<file path="config.mk">
export PLATFORM = sky130hd
export DESIGN_NAME = simple_fifo_param
export DESIGN_NICKNAME = d
export VERILOG_FILES = /design/src/rtl/simple_fifo_param.sv
export SDC_FILE = /design/constraint.sdc
export NUM_CORES = 1
export LEC_CHECK = 0
export ABC_AREA = 1
export BUFFER_PORTS_ARGS = -buffer_cell sky130_fd_sc_hd__buf_2
export CORE_ASPECT_RATIO = 1.25
export CORE_MARGIN = 8
export CORE_UTILIZATION = 30
export CTS_CLUSTER_DIAMETER = 100
export CTS_CLUSTER_SIZE = 8
export DETAILED_ROUTE_END_ITERATION = 10
export GPL_TIMING_DRIVEN = 0
export SLEW_MARGIN = 20
export SYNTH_ARGS = -nofsm -noshare
export SYNTH_HDL_FRONTEND = slang
export SYNTH_SLANG_ARGS = --single-unit
</file>
<file path="constraint.sdc">
create_clock -name clk -period 7.5 [get_ports clk]
set_input_delay 0.375 -clock clk [delete_from_list [all_inputs] [get_ports clk]]
set_output_delay 0.375 -clock clk [all_outputs]
set_load 0.01 [all_outputs]
</file>
<file path="src/rtl/simple_fifo_param.sv">
// Parametrised single-clock synchronous FIFO with optional first-word-fall-through
// read mode, programmable almost-full/almost-empty flags and sticky error flags.
module simple_fifo_param #(
    parameter int unsigned WIDTH    = 64,
    parameter int unsigned DEPTH    = 8,
    parameter int unsigned FWFT     = 0,
    parameter int unsigned AF_LEVEL = 6,
    parameter int unsigned AE_LEVEL = 1,
    localparam int unsigned CW      = $clog2(DEPTH + 1)
) (
    input  logic             clk,
    input  logic             reset,
    input  logic             we,
    input  logic [WIDTH-1:0] din,
    input  logic             re,
    output logic [WIDTH-1:0] dout,
    output logic             empty,
    output logic             full,
    output logic             almost_empty,
    output logic             almost_full,
    output logic [CW-1:0]    count,
    output logic             overflow,
    output logic             underflow
);

    localparam int unsigned PW = (DEPTH > 1) ? $clog2(DEPTH) : 1;

    logic [WIDTH-1:0] mem [DEPTH];
    logic [PW-1:0]    wr_ptr;
    logic [PW-1:0]    rd_ptr;
    logic [PW-1:0]    wr_ptr_inc;
    logic [PW-1:0]    rd_ptr_inc;
    logic [PW-1:0]    head_idx;
    logic             rd_acc;
    logic             wr_acc;
    logic [CW-1:0]    count_next;
    logic [WIDTH-1:0] dout_next;

    // Acceptance, pointer wrap (also for non-power-of-two depth) and next occupancy
    always_comb begin
        rd_acc     = re & ~empty;
        wr_acc     = we & (~full | rd_acc);
        wr_ptr_inc = (wr_ptr == PW'(DEPTH - 1)) ? '0 : wr_ptr + PW'(1);
        rd_ptr_inc = (rd_ptr == PW'(DEPTH - 1)) ? '0 : rd_ptr + PW'(1);
        count_next = count + CW'(wr_acc) - CW'(rd_acc);
    end

    // Next read data: popped word in standard mode, next head word in FWFT mode
    always_comb begin
        dout_next = dout;
        head_idx  = rd_acc ? rd_ptr_inc : rd_ptr;
        if (FWFT != 0) begin
            // The head may be the word being written this edge (empty or last-word pop)
            if (count_next != '0) begin
                if (wr_acc && (head_idx == wr_ptr)) begin
                    dout_next = din;
                end else begin
                    dout_next = mem[head_idx];
                end
            end
        end else if (rd_acc) begin
            dout_next = mem[rd_ptr];
        end
    end

    // Storage array; not cleared by reset, writes suppressed while in reset
    always_ff @(posedge clk) begin
        if (reset && wr_acc) begin
            mem[wr_ptr] <= din;
        end
    end

    // Pointers, occupancy, registered status flags, sticky errors and read data
    always_ff @(posedge clk) begin
        if (!reset) begin
            wr_ptr       <= '0;
            rd_ptr       <= '0;
            count        <= '0;
            empty        <= 1'b1;
            full         <= 1'b0;
            almost_empty <= 1'b1;
            almost_full  <= 1'b0;
            overflow     <= 1'b0;
            underflow    <= 1'b0;
            dout         <= '0;
        end else begin
            if (wr_acc) begin
                wr_ptr <= wr_ptr_inc;
            end
            if (rd_acc) begin
                rd_ptr <= rd_ptr_inc;
            end
            count        <= count_next;
            empty        <= (count_next == '0);
            full         <= (count_next == CW'(DEPTH));
            almost_empty <= (count_next <= CW'(AE_LEVEL));
            almost_full  <= (count_next >= CW'(AF_LEVEL));
            if (we && !wr_acc) begin
                overflow <= 1'b1;
            end
            if (re && empty) begin
                underflow <= 1'b1;
            end
            dout <= dout_next;
        end
    end

endmodule

</file>
==> results of run 1 <==
==> cell type report <==
| type | count | area [um^2] |
|---|---|---|
| plain buffers | 121 | 734 |
| clock inverters | 4 | 57.6 |
| flip-flops and latches | 592 | 17000 |
| fillers | 8081 | 52500 |
| clock buffers | 148 | 2380 |
| repair buffers | 164 | 1240 |
| inverters | 532 | 2000 |
| well taps | 1080 | 1350 |
| diodes | 9 | 22.5 |
| multi-input cells | 1153 | 5160 |
==> per-layer routing <==
layer	GRT usage	vias to the layer above
li1	-	8213
met1	0.162	7972
met4	0.0640	8
met5	0	-
met3	0.0373	157
met2	0.266	462
==> Yosys cell counts <==
cell / instances / area share
a211oi_1: 2 / 0.00061
a21oi_1: 73 / 0.015
buf_1: 6 / 0.00091
buf_2: 65 / 0.013
buf_4: 3 / 0.00091
buf_6: 25 / 0.011
clkbuf_1: 22 / 0.0033
dfxtp_1: 80 / 0.065
edfxtp_1: 512 / 0.62
fa_1: 1 / 0.00081
ha_1: 8 / 0.0040
inv_1: 530 / 0.080
inv_2: 2 / 0.00030
nand2_1: 594 / 0.090
nand2_2: 1 / 0.00025
nand3_1: 387 / 0.078
nor2_1: 15 / 0.0023
o21ai_0: 69 / 0.014
or2_2: 1 / 0.00025
xnor2_1: 1 / 0.00035
xor2_1: 1 / 0.00035
==> metrics by stage <==
stage / instance area [um^2] / total power, mW / hold slack, ns / util / TNS (ns)
detailed placement: 27500 / 5.93 / 0.444 / 0.333 / 0
global placement: 26900 / 5.88 / 0.443 / 0.326 / -190.38
global route: 29900 / 9.76 / 0.0215 / 0.363 / 0
finish: 29900 / 9.34 / 0.0363 / 0.363 / 0
CTS: 29900 / 9.43 / 0.00355 / 0.363 / 0
floorplan: 24800 / 5.09 / 0.474 / - / 0
==> power by group <==
group / internal, mW / switching, mW
registers: 3.80 / 0.0735
logic: 0.608 / 1.36
clock network: 2.13 / 1.36
==> cells in the final DEF, fill, tap and decap left out <==
cell type and n:
buf_1 6, buf_2 205, o21ai_0 69, inv_1 530, xnor2_1 1, clkbuf_16 86, nand2_1 594, nand2_2 1
ha_1 8, edfxtp_1 512, buf_12 16, xor2_1 1, nor2_4 8, buf_6 25, diode_2 9, or2_2 1
nand3_1 387, buf_4 3, a211oi_1 2, buf_16 8, nor2_1 7, inv_2 2, clkinv_8 3, dfxtp_1 80
clkbuf_1 84, fa_1 1, a21oi_1 73, inv_6 1
==> worst reg2reg max path, cell delays in order (launching register included) <==
cell and delay, ns:
dfxtp_1 0.32, inv_1 0.06, nand2_2 0.15, inv_2 0.11, buf_2 0.36, buf_2 0.38, ha_1 0.29, inv_1 0.06
ha_1 0.16, inv_1 0.06, fa_1 0.40, xor2_1 0.21, nand2_1 0.08, or2_2 0.29, o21ai_0 0.17
==> sequential cells by signal, indices dropped and copies added, names as in the netlist <==
name	flops
full	1
mem	512
empty	1
almost_full	1
rd_ptr	3
wr_ptr	3
overflow	1
count	4
dout	64
underflow	1
almost_empty	1
==> logic make-up (layout without fill, tap and decap cells) <==
kind of cell             after synthesis  after routing  share of synthesized area
buffers and inverters                653            969                      0.110
other                                  0              9                          0
adder cells (fa/ha/maj)                9              9                    0.00484
flip-flops                           592            592                      0.684
XOR/XNOR                               2              2                   0.000706
AND/OR/NAND/NOR                      998            998                      0.171
AO/OA/AOI/OAI                        144            144                     0.0293
==> final timing paths <==
check | from | end | slack [ns] | depth (start not counted)
worst max-delay path | empty$_SDFF_PN1_ | empty$_SDFF_PN1_ | 4.33 | 14
worst min-delay path | din[34] | mem[5][34]$_DFFE_PP_ | 0.04 | 1
worst max register to register | empty$_SDFF_PN1_ | empty$_SDFF_PN1_ | 4.33 | 14
worst min register to register | overflow$_SDFFE_PN0P_ | overflow$_SDFFE_PN0P_ | 0.45 | 2
==> out/metrics.cfg, run 1 <==
[outcome]
outcome = completed

[yosys]
seq_area_frac_synth = 0.684
netlist_instances = 2398
avgSynthCellArea_um2 = 10.3
ys_types = 21
synthesis.area_um2 = 24800
syn_nets = 2475
yosysWarningCount = 0
synth_seq_cells = 592

[setup_path]
path_delay_family = buffers and inverters
crit_path_end_kind = register
cp-start-kind = register
cp_slowest_cell = fa_1
crit_path_cell_trace = inv_1, nand2_2, inv_2, buf_2, buf_2, ha_1, inv_1, ha_1, inv_1, fa_1, xor2_1, nand2_1, or2_2, o21ai_0
path_class = reg -> reg
path_buf_inv = 6
max_stage_delay_ns = 0.40
crit_top_cell = inv_1
cp.arrival_ns = 3.68
crit_required_ns = 8.02
critical_path.max_fanout = 10

[route]
wl_met3_um = 4550
vias_per_cell = 4.42
wirelength_um = 69200
routedLengthMet1_um = 26300
detail_route.wl_per_cell_um = 18.2
highest_layer = met5
dr_wl_met2_um = 35600
drc = 0
drt_iter0_markers = 1210
drt_first_pass_iters = 8
ant_nets = 0
vias = 16800

[grt]
grt_pass1_vias = 16700
grt_pass1_wl_um = 102000
antenna_found_initial = 20
grt_usage = 0.147
grt_start_max_net_pins = 23
overflow = 0

[die]
fp.coreArea_um2 = 82400
placementRows = 118
start_util = 0.301
die_area_um2 = 92200
die_w_um = 273
ios = 142
fp.dieH_um = 337

[timing]
fin_worst_skew_ns = 0.0284
rsz0062_at_grt = no
slew_headroom = 0.346
slew_viol_final = 0
fin_ws_ns = 4.33
setup_viol = 0
finalCritPeriodShare = 0.422
fmax_mhz = 316
period_needed_ns = 3.17
worst_slew_pin_slew_ns = 0.982
finalHoldViolCount = 0

[min_path]
hold_path.class = in -> reg

[power_and_ir_drop]
p_per_area_nw_per_um2 = 312
max-vdd-ir-drop_mv = 0.165
p_leak_nw = 13.1

[cells_and_area]
drive_gt1_frac = 0.132
fin_cells = 3803
syn_to_final_growth_pct = 20.6
nets = 2724

[clock_tree]
cts.clk_slew.worst_paths_ns = 0.05
root_buffer = clkbuf_16
cts_resized = 0
clock_latency_ns = 0.61
cts_setup_buffers = 0
cts_buffer_depth = 3
cts_hold_buf = 0
htree_levels = 3
cts_buffers = 83
cts_tree = yes
cts.sink_count = 592

[place]
port_buffers = 140
pre_cts_slack_ns = 4.10
dpl.cell_count = 3642
gp_congestion = 0.745
dp_hpwl_um = 47200

[job]
cap_violations = 0

No activity file was read; power rests on OpenSTA's default activity.
==> run 2: changes to the inputs <==
--- a/config.mk
+++ b/config.mk
@@ -5,7 +5,7 @@
 export SDC_FILE = /design/constraint.sdc
 export NUM_CORES = 1
 export LEC_CHECK = 0
-export ABC_AREA = 1
+export ABC_AREA = 0
 export BUFFER_PORTS_ARGS = -buffer_cell sky130_fd_sc_hd__buf_2
 export CORE_ASPECT_RATIO = 1.25
 export CORE_MARGIN = 8
==> constraint.sdc (replaced) <==
create_clock -name clk -period 3.2 [get_ports clk]
set_input_delay 0.16 -clock clk [delete_from_list [all_inputs] [get_ports clk]]
set_output_delay 0.16 -clock clk [all_outputs]
set_load 0.01 [all_outputs]
==> out/metrics.cfg, run 2 <==
[outcome]
outcome = completed

[yosys]
synthFlopType = edfxtp_1
synthSimpleGateAreaFrac = 0.0191  ; -0.152
synth_mux_area_frac = 0.115  ; +0.115
synth-edff-count = 512  ; unchanged
netlist_top_cells_count = edfxtp_1 (512), mux2i_1 (258), a22oi_1 (128)
yosysWarningCount = 0  ; unchanged
synth_fa_ha_area_frac = 0.00534  ; +0.000494
ys_types = 33  ; +57%
netlist_instances = 1320  ; -45%
synthArstFlopShare = 0  ; unchanged
synth_xor_area_frac = 0.00117  ; +0.000461
synth_compound_area_frac = 0.0748  ; +0.0456
synth_top_cell_area_share = 0.683  ; +0.0632
yosysTopAreaCell = edfxtp_1
synth.most_common_cell = edfxtp_1
synthesis.area_um2 = 22500  ; -9.3%
synth_seq_cells = 592  ; unchanged
avgSynthCellArea_um2 = 17.1  ; +65%
seq_area_frac_synth = 0.754  ; +0.0698
syn_nets = 1397  ; -44%
synth_area_leaders = edfxtp_1 (68%), mux2i_1 (11%), dfxtp_1 (7.1%)
synth_top_family_by_area = multiplexers

[route]
drt_first_pass_iters = 5  ; -3
detail_route.wl_per_cell_um = 21.8  ; +20%
vias_per_cell = 4.73  ; +7.0%
drc = 0  ; unchanged
vias = 12700  ; -25%
drt_iter0_markers = 738  ; -39%
wirelength_um = 58600  ; -15%
ant_nets = 0  ; unchanged

[timing]
setup_viol = 0  ; unchanged
rsz0062_at_grt = no
period_needed_ns = 2.92  ; -0.243 ns
setup_tns_ns = 0  ; unchanged
fmax_mhz = 342  ; +8.3%
finalCritPeriodShare = 0.913  ; +0.491
slew_headroom = 0.390  ; +0.0447
fin_worst_skew_ns = 0.0223  ; -0.00609 ns
slew_viol_final = 0  ; unchanged
finalHoldViolCount = 0  ; unchanged
worst_slew_pin_slew_ns = 0.915  ; -0.0671 ns

[die]
ios = 142  ; unchanged
die_w_um = 261  ; -4.5%
start_util = 0.302  ; +0.000855
fp.dieH_um = 322  ; -4.5%
die_area_um2 = 84100  ; -8.8%
placementRows = 112  ; -5.1%
fp.coreArea_um2 = 74600  ; -9.5%

[cells_and_area]
post-route-cell-area_um2 = 28400  ; -5.1%
syn_to_final_growth_pct = 26.2
fin_cells = 2684  ; -29%
final_common_cell = edfxtp_1
top_regs = mem x512, dout x64, count x4
top_register = mem
layout_common_cells = edfxtp_1 (512), mux2i_1 (258), buf_2 (171)
largest_register_ffs = 512  ; unchanged
nets = 1723  ; -37%
drive_gt1_frac = 0.200  ; +0.0681

[grt]
grt_pass1_vias = 13500  ; -19%
antenna_found_initial = 5  ; -75%
met1_usage = 0.164  ; +0.00235
grt_start_max_net_pins = 20  ; -13%
grt.met2_usage = 0.237  ; -0.0287
use_met3 = 0.0308  ; -0.00654
overflow = 0  ; unchanged
grt_pass1_wl_um = 85500  ; -16%
busiest_layer = met2
grt_usage = 0.137  ; -0.0103

[setup_path]
max_stage_delay_ns = 0.39  ; about the same
path_class = reg -> reg
r2r-end = full$_SDFF_PN0_
cp_slowest_cell = fa_1
cp-start-kind = register
crit_path_cell_trace = nand2b_1, buf_6, inv_2, buf_6, buf_4, ha_1, inv_1, ha_1, inv_1, fa_1, xor2_1, nand2_1, nor4b_1
critPathCapture = full$_SDFF_PN0_
crit_required_ns = 3.72  ; -4.30 ns
crit_path_end_kind = register
worstRegToRegCells = 13  ; -1
ff2ff_setup_slack_ns = 0.28  ; -4.06 ns
crit_start = empty$_SDFF_PN1_
critical_path.max_fanout = 10  ; unchanged
r2r_start = empty$_SDFF_PN1_
cp.arrival_ns = 3.44  ; -0.24 ns

[power_and_ir_drop]
switching_share = 0.253  ; -0.0462
clkPwrFrac = 0.400  ; +0.026
max-vdd-ir-drop_mv = 0.484  ; +190%
comb_power_share = 0.158  ; -0.053
p_leak_nw = 9.59  ; -27%
seqPwrFrac = 0.441  ; +0.026
p_per_area_nw_per_um2 = 722  ; +130%
p_int_mw = 15.3  ; +130%
p_switching_mw = 5.19  ; +86%

[clock_tree]
cts_tree = yes
cts_buffers = 84  ; +1.2%
root_buffer = clkbuf_16
cts.sink_count = 592  ; unchanged
clock_latency_ns = 0.61  ; about the same
cts.clk_slew.worst_paths_ns = 0.05  ; about the same
htree_levels = 3  ; unchanged
cts_buffer_depth = 3  ; unchanged

[place]
port_buffers = 140  ; unchanged
gp_congestion = 0.722  ; -3.1%
dp_hpwl_um = 38200  ; -19%
dpl.cell_count = 2463  ; -32%
placed_area_um2 = 25300  ; -8.0%

[job]
cap_violations = 0  ; unchanged

[min_path]
hold_path.class = in -> reg
min_path_cells = 4  ; +3

[run 2: worst min path at each step]
stage | to | startpoint
2_1_floorplan | mem[0][0]$_DFFE_PP_ | din[0]
3_3_place_gp | underflow$_SDFFE_PN0P_ | re
3_5_place_dp | underflow$_SDFFE_PN0P_ | re
4_1_cts | full$_SDFF_PN0_ | reset
5_1_grt | full$_SDFF_PN0_ | reset
6_report | full$_SDFF_PN0_ | reset
[run 2: cell families after synthesis]
kind of cell | count (synthesis)
buffers and inverters | 88
and+or+nand+nor | 102
AOI/OAI and AO/OA | 268
muxes | 258
xor gates and xnor gates | 3
adders and majority gates | 9
DFF | 592
[run 2: routing by layer]
layer  vias to the layer above  routed length, um
li1                       5829                  -
met1                      6407              24300
met2                       347              29500
met3                       104               3160
met4                         4               1660
met5                         -                 25
[run 2: power by group through the flow]
stage / Clock [mW] / Sequential (mW) / Combinational [mW]
global placement: 0 / 9.22 / 3.08
finish: 8.21 / 9.05 / 3.25
global route: 8.67 / 9.09 / 3.52
floorplan: 0 / 9.30 / 1.87
CTS: 8.37 / 9.06 / 3.31
detailed placement: 0 / 9.20 / 3.22
[run 2: metrics by stage]
step / worst slack, ns / total power, mW / hold slack [ns] / utilization
2_1_floorplan: -1.01 / 11.2 / 0.259 / -
3_3_place_gp: -5.51 / 12.3 / 0.410 / 0.328
3_5_place_dp: -0.0892 / 12.4 / 0.414 / 0.339
4_1_cts: 0.00278 / 20.7 / 0.211 / 0.381
5_1_grt: 0.0643 / 21.3 / 0.246 / 0.381
6_report: 0.277 / 20.5 / 0.209 / 0.381
[run 2: final cells by class]
| cell class | count | area (um^2) |
|---|---|---|
| clock inverter | 2 | 11.3 |
| clock buffer | 150 | 2460 |
| tap | 969 | 1210 |
| sequential | 592 | 17000 |
| timing repair buffer | 240 | 2130 |
| multi-input combinational | 640 | 4910 |
| antenna | 3 | 7.51 |
| fill | 6850 | 46200 |
| buffer | 80 | 671 |
| inverter | 8 | 30.0 |
[run 2: worst max-delay path: cells and delay by family (launching register included)]
family | cells | cell delay (ns)
xor+xnor | 1 | 0.22
fa+ha+maj | 3 | 0.80
flops | 1 | 0.32
buf+inv | 6 | 0.93
simple gates | 3 | 0.53
[run 2: repair_timing]
action / 4_1_cts / 5_1_grt
setup buffers: 0 / 0
endpoints found under the hold margin: 515 / 0
resized for setup: 0 / 3
endpoints found under the setup margin: 0 / 4
hold buffers: 66 / 0
